===== config.mk =====
export PLATFORM = sky130hd
export DESIGN_NAME = led_sequencer
export DESIGN_NICKNAME = d
export VERILOG_FILES = /design/src/rtl/led_sequencer.sv
export SDC_FILE = /design/constraint.sdc
export NUM_CORES = 1
export LEC_CHECK = 0
export ABC_AREA = 1
export CORE_MARGIN = 1
export CORE_UTILIZATION = 40
export CTS_CLUSTER_DIAMETER = 40
export DETAILED_ROUTE_END_ITERATION = 12
export GPL_ROUTABILITY_DRIVEN = 0
export MAX_ROUTING_LAYER = met4
export PLACE_DENSITY = 0.59
export SYNTH_ARGS = -nofsm -noshare
export SYNTH_HDL_FRONTEND = slang
export SYNTH_SLANG_ARGS = --single-unit

===== constraint.sdc =====
create_clock -name clock -period 2.4 [get_ports clock]
set_input_delay 0.48 -clock clock [delete_from_list [all_inputs] [get_ports clock]]
set_output_delay 0.48 -clock clock [all_outputs]
set_load 0.01 [all_outputs]

===== src/rtl/led_sequencer.sv =====
// Command-driven LED pattern player: shifts a pattern word onto light_on LSB-first
// at a prescaled step rate, with one queued command for gapless back-to-back playback.
module led_sequencer #(
    parameter int unsigned CLK_DIV = 4,
    parameter int unsigned PAT_W   = 8,
    parameter int unsigned CNT_W   = 4
) (
    input  logic             clock,
    input  logic             reset_n,
    input  logic             cmd_valid,
    output logic             cmd_ready,
    input  logic [PAT_W-1:0] cmd_pattern,
    input  logic [CNT_W-1:0] cmd_repeat,
    input  logic             cmd_abort,
    output logic             light_on,
    output logic             busy,
    output logic             done
);

    localparam int unsigned IDX_W = (PAT_W > 1) ? $clog2(PAT_W) : 1;
    localparam int unsigned PRE_W = (CLK_DIV > 1) ? $clog2(CLK_DIV) : 1;

    typedef enum logic {
        IDLE,
        RUN
    } state_t;

    state_t           state;
    logic [PAT_W-1:0] act_pat;
    logic [IDX_W-1:0] bit_idx;
    logic [CNT_W-1:0] rep_cnt;
    logic [PRE_W-1:0] presc;
    logic             pend_full;
    logic [PAT_W-1:0] pend_pat;
    logic [CNT_W-1:0] pend_rep;

    logic             accept;
    logic             tick;
    logic             last_bit;
    logic             finish;
    logic [IDX_W-1:0] nxt_idx;

    // Slot is free whenever the pending register is empty, except while aborting.
    assign cmd_ready = !pend_full && !cmd_abort;
    assign accept    = cmd_valid && cmd_ready;
    assign tick      = (presc == PRE_W'(CLK_DIV - 1));
    assign last_bit  = (bit_idx == IDX_W'(PAT_W - 1));
    assign finish    = (state == RUN) && tick && last_bit && (rep_cnt == '0);
    assign nxt_idx   = bit_idx + IDX_W'(1);

    always_ff @(posedge clock or negedge reset_n) begin
        if (!reset_n) begin
            state     <= IDLE;
            act_pat   <= '0;
            bit_idx   <= '0;
            rep_cnt   <= '0;
            presc     <= '0;
            pend_full <= 1'b0;
            pend_pat  <= '0;
            pend_rep  <= '0;
            light_on  <= 1'b0;
            busy      <= 1'b0;
            done      <= 1'b0;
        end else begin
            done <= 1'b0;
            if (cmd_abort) begin
                // Abort overrides completion and handshake on the same edge.
                state     <= IDLE;
                bit_idx   <= '0;
                rep_cnt   <= '0;
                presc     <= '0;
                pend_full <= 1'b0;
                light_on  <= 1'b0;
                busy      <= 1'b0;
            end else begin
                case (state)
                    IDLE: begin
                        if (accept) begin
                            state    <= RUN;
                            act_pat  <= cmd_pattern;
                            rep_cnt  <= cmd_repeat;
                            bit_idx  <= '0;
                            presc    <= '0;
                            light_on <= cmd_pattern[0];
                            busy     <= 1'b1;
                        end
                    end
                    RUN: begin
                        if (!tick) begin
                            presc <= presc + PRE_W'(1);
                        end else begin
                            presc <= '0;
                            if (!last_bit) begin
                                bit_idx  <= nxt_idx;
                                light_on <= act_pat[nxt_idx];
                            end else if (rep_cnt != '0) begin
                                rep_cnt  <= rep_cnt - CNT_W'(1);
                                bit_idx  <= '0;
                                light_on <= act_pat[0];
                            end else begin
                                done    <= 1'b1;
                                bit_idx <= '0;
                                if (pend_full) begin
                                    act_pat   <= pend_pat;
                                    rep_cnt   <= pend_rep;
                                    light_on  <= pend_pat[0];
                                    pend_full <= 1'b0;
                                end else if (accept) begin
                                    // Command arriving on the finishing edge starts with no gap.
                                    act_pat  <= cmd_pattern;
                                    rep_cnt  <= cmd_repeat;
                                    light_on <= cmd_pattern[0];
                                end else begin
                                    state    <= IDLE;
                                    light_on <= 1'b0;
                                    busy     <= 1'b0;
                                end
                            end
                        end
                        if (accept && !finish) begin
                            pend_pat  <= cmd_pattern;
                            pend_rep  <= cmd_repeat;
                            pend_full <= 1'b1;
                        end
                    end
                    default: state <= IDLE;
                endcase
            end
        end
    end

endmodule

* Word-level counts from Yosys, hierarchy flattened
Cells that the tools add are included. W data, S select, Z words.
Storage, ports and cells: register bits 34, input port bits 16, output and inout bits 4
Cells by class: add/sub/neg operators 3, magnitude comparators 1, equality and inequality tests 12, multiplexer cells 58, bitwise gates (word level) 2, reduce and logical (&&, ||, !) cells 20
Operator list (count):
- $mux W8 | 5
- $mux W1 | 32
- $mux W4 | 6
- $pmux W8 S2 | 1
- $mux W3 | 4
- $ne A3 B3 Y1 const B | 4
- $ne A3 B2 Y1 const B | 3
- $pmux W4 S2 | 1
- $reduce_and A4 Y1 | 2
- $logic_and A1 B1 Y1 | 6
- $mux W2 | 3
- $pmux W1 S2 | 3
- $pmux W3 S2 | 1
- $reduce_and A6 Y1 | 1
- $reduce_bool A3 Y1 | 2
- $logic_not A4 Y1 | 1
- $lt A3 B4 Y1 const B | 1
- $ne A2 B1 Y1 const B | 2
- $pmux W2 S2 | 1
- $reduce_and A2 Y1 | 2
- $reduce_bool A4 Y1 | 1
- $sub A4 B1 Y4 const B | 1
- $add A3 B1 Y3 const B | 1
- $bmux W1 S3 | 1
- other kinds (8) | 11

* Longest topological paths before layout
depth after elaboration 10, depth in mapped cells 11, depth with buffers taken out 10

* Worst setup path before layout
No wires, ideal clock.
kind reg2reg, start point reg bit_idx[0], end point reg pend_pat[0], setup time 0.116 ns, arrival 1.538 ns, required time 2.284 ns, slack 0.746 ns, stages on the path, launching flop included 10, buffers on the path 1, clock period less this slack 1.654 ns, cells stage by stage dfrtp_1 > ha_1 > ha_1 > nand3_2 > nand2_2 > nor2_4 > inv_4 > buf_6 > nand2_1 > nand2_1
Between the ends: longest elaborated chain between the ends 6
Ends and longest elaborated chain:
- start, declared | RTL line 30 | logic [IDX_W-1:0] bit_idx;
- start signal, assigned | RTL line 94 | bit_idx <= nxt_idx;
- $eq A3 B3 Y1 | RTL line 47 | assign last_bit = (bit_idx == IDX_W'(PAT_W - 1));
- $logic_and A1 B1 Y1 (2 in a row) | RTL line 48 | assign finish = (state == RUN) && tick && last_bit && (rep_cnt == '0);
- $logic_not A1 Y1 | RTL line 120 | if (accept && !finish) begin
- $logic_and A1 B1 Y1 | RTL line 120
- $reduce_and A3 Y1 (no line)
- end signal, assigned | RTL line 121 | pend_pat <= cmd_pattern;
- end, declared | RTL line 34 | logic [PAT_W-1:0] pend_pat;
Every way passes these cells. A chain may end at the register's enable or synchronous reset.

* Worst setup path after layout
start point in cmd_abort, end point out cmd_ready
Between the ends: longest elaborated chain between the ends 2
Ends and longest elaborated chain:
- start, declared | RTL line 14 | input logic cmd_abort,
- $logic_not A1 Y1 | RTL line 44 | assign cmd_ready = !pend_full && !cmd_abort;
- $logic_and A1 B1 Y1 | RTL line 44
- end, declared | RTL line 11 | output logic cmd_ready,
Every way passes these cells.

==> out/metrics.csv <==
metric;value;unit
max_freq;0.4740;GHz
clk_latency;280;ps
start_util;41.47;%
die_h;71.74;um
drtIter0Drc;136;
worstSetupStartpointType;input pin;
syn_area_per_cell;7.570;um^2
end_kind;output port;
drtPass1Iterations;4;
cpLargestDelayFamily;buffers and inverters;
die_w;71.74;um
grt_pass1_wl;7562;um
ant_nets;0;
placementRows;25;
port_buffers;19;
yosysWarnings;0;
synth.distinct_cells;26;
overflow;0;
status;finished clean;
required;1920;ps
numClockSinks;34;
grt_use_total;19.39;%
wl;4191;um
postCtsHoldBufs;0;
htreeDepth;2;
cts_buffer_depth;2;
clk_pin_slew;70;ps
final_cell_mix;nand2_1 (90), dfrtp_1 (34), nand3_1 (26), clkdlybuf4s50_1 (19), inv_1 (17);
crit_top_cell;clkdlybuf4s50_1;
worst-setup-path-type;input pin to output port;
num-fill-cells;477;
final_common_cell;nand2_1;
slew_viol_final;0;
cp_slowest_stage_delay;550;ps
hold_viol;0;
whs;467.6;ps
synth_cells;257;
final-setup-viol-count;0;
timing.final.crit_share;87.90;%
grt_max_degree;35;
netlist_area;1946;um^2
ys.flop_type;dfrtp_1;
drc;0;
syn_nets;277;
ios;20;
num_vias;1691;
antenna_cells;0;
tightest_slew;495.3;ps
root_buffer;clkbuf_8;
finalNetCount;301;
async_flop_share;100.0;%
leakage;1.104;nW
rsz0062_at_grt;false;
area_delta_synth_final;16.59;%
grt_antenna_before_repair;0;
slew_headroom;66.90;%
crit_fanout;3;
yosysSeqAreaShare;43.73;%
hpwl;2994;um
wl_per_cell;12.47;um
path_cells;clkdlybuf4s50_1 -> nor2_4 -> clkdlybuf4s50_1;
grt_pass1_vias;1592;
cts_tree;built;
drv_cap;0;
critical_path.slowest_cell;clkdlybuf4s50_1;
min_period;2109;ps
synth_seq_cells;34;
core;4692;um^2
cts_buffers;5;
synth_edf_count;0;
final_layout_size_suffix_gt1_share;11.35;%
die_area;5147;um^2
crit_buf_inv;2;
cp_data_arrival_time;1630;ps
min_path_type;flip-flop to flip-flop;
setup-tns-final;0;ps
power_density;708.0;nW/um^2
skew;5.829;ps
cts_setup_buffers;0;
viasPerCell;5.033;
cts_resized;0;
vdd_drop_max;304.1;uV
[routing by layer]
| layer | vias up | wire (um) | global-route usage [%] |
|---|---|---|---|
| met5 | - | 0 | - |
| met4 | 0 | 33 | 6.536 |
| met3 | 4 | 218 | 3.938 |
| met2 | 48 | 1906 | 27.99 |
| met1 | 754 | 2032 | 27.14 |
| li1 | 885 | - | - |
[kinds of logic after synthesis]
kind of cell,count (synthesis),synth area share (%)
adder cells (fa/ha/maj),4,2.572
flip-flops,34,43.73
AO/OA/AOI/OAI,44,12.28
buffers and inverters,28,7.395
AND/OR/NAND/NOR,147,34.02
[worst register-to-register path, delay by kind of cell, from the launching register on]
kind | cells | cell delay [ps]
AOI/OAI and AO/OA | 1 | 70
adders and majority gates | 2 | 490
buffers and inverters | 1 | 120
DFF | 1 | 460
and+or+nand+nor | 4 | 480
[final timing paths]
path | startpoint | cells past startpoint | slack (ps) | to
min in group asynchronous | reset_n | 2 | 610 | state
setup reg to reg | bit_idx[0] | 8 | 640 | pend_rep[1]
setup / recovery | cmd_abort | 3 | 290 | cmd_ready
hold / removal | pend_pat[3] | 2 | 470 | pend_pat[3]
hold reg to reg | pend_pat[3] | 2 | 470 | pend_pat[3]
max in group asynchronous | reset_n | 2 | 1480 | pend_pat[0]
[cell type report]
| class | count | area (um^2) | area share, % |
|---|---|---|---|
| inverter | 22 | 87.58 | 3.861 |
| sequential | 34 | 850.8 | 37.51 |
| clock inverter | 1 | 5.005 | 0.2206 |
| multi-input combinational | 195 | 950.9 | 41.92 |
| timing repair buffer | 23 | 220.2 | 9.708 |
| clock buffer | 7 | 86.33 | 3.806 |
| tap | 54 | 67.56 | 2.978 |
[where the power goes]
group	internal, W	total, W	switching (W)
registers	0.000680	0.000760	0.0000793
clock network	0.000231	0.000432	0.000200
logic	0.000176	0.000415	0.000239
total	0.00109	0.00161	0.000518
[cell usage after synthesis (2+ instances only)]
| master | instances | area [um^2] |
|---|---|---|
| a21oi_1 | 16 | 80.08 |
| buf_6 | 4 | 45.04 |
| dfrtp_1 | 34 | 850.8 |
| ha_1 | 4 | 50.05 |
| inv_1 | 17 | 63.81 |
| inv_2 | 3 | 11.26 |
| inv_4 | 2 | 12.51 |
| nand2_1 | 90 | 337.8 |
| nand2_2 | 2 | 12.51 |
| nand2_4 | 2 | 22.52 |
| nand3_1 | 26 | 130.1 |
| nor2_1 | 15 | 56.30 |
| nor2_2 | 2 | 12.51 |
| nor2_4 | 5 | 56.30 |
| nor3_1 | 2 | 10.01 |
| o21ai_0 | 12 | 60.06 |
| o21ai_1 | 10 | 50.05 |
| o21ai_2 | 3 | 26.28 |
[state kept, by name, indices dropped and copies added, names as in the netlist]
name,count
pend_full,1
pend_pat,8
done,1
pend_rep,4
rep_cnt,4
light_on,1
state,1
presc,2
busy,1
bit_idx,3
act_pat,8
[stage by stage]
| stage | instance area, um^2 | total power [W] | setup slack [ps] | std cells | utilization, % |
|---|---|---|---|---|---|
| finish | 2268 | 0.001606 | 290.5 | 336 | 48.35 |
| global route | 2268 | 0.001730 | 253.4 | 336 | 48.35 |
| CTS | 2268 | 0.001626 | 284.4 | 336 | 48.35 |
| detailed placement | 2177 | 0.001185 | 288.2 | 328 | 46.40 |
| global placement | 2177 | 0.001180 | 296.8 | 328 | 46.40 |
| floorplan | 1946 | 0.001059 | 745.6 | 257 | - |
No activity file was read; power rests on OpenSTA's default activity.
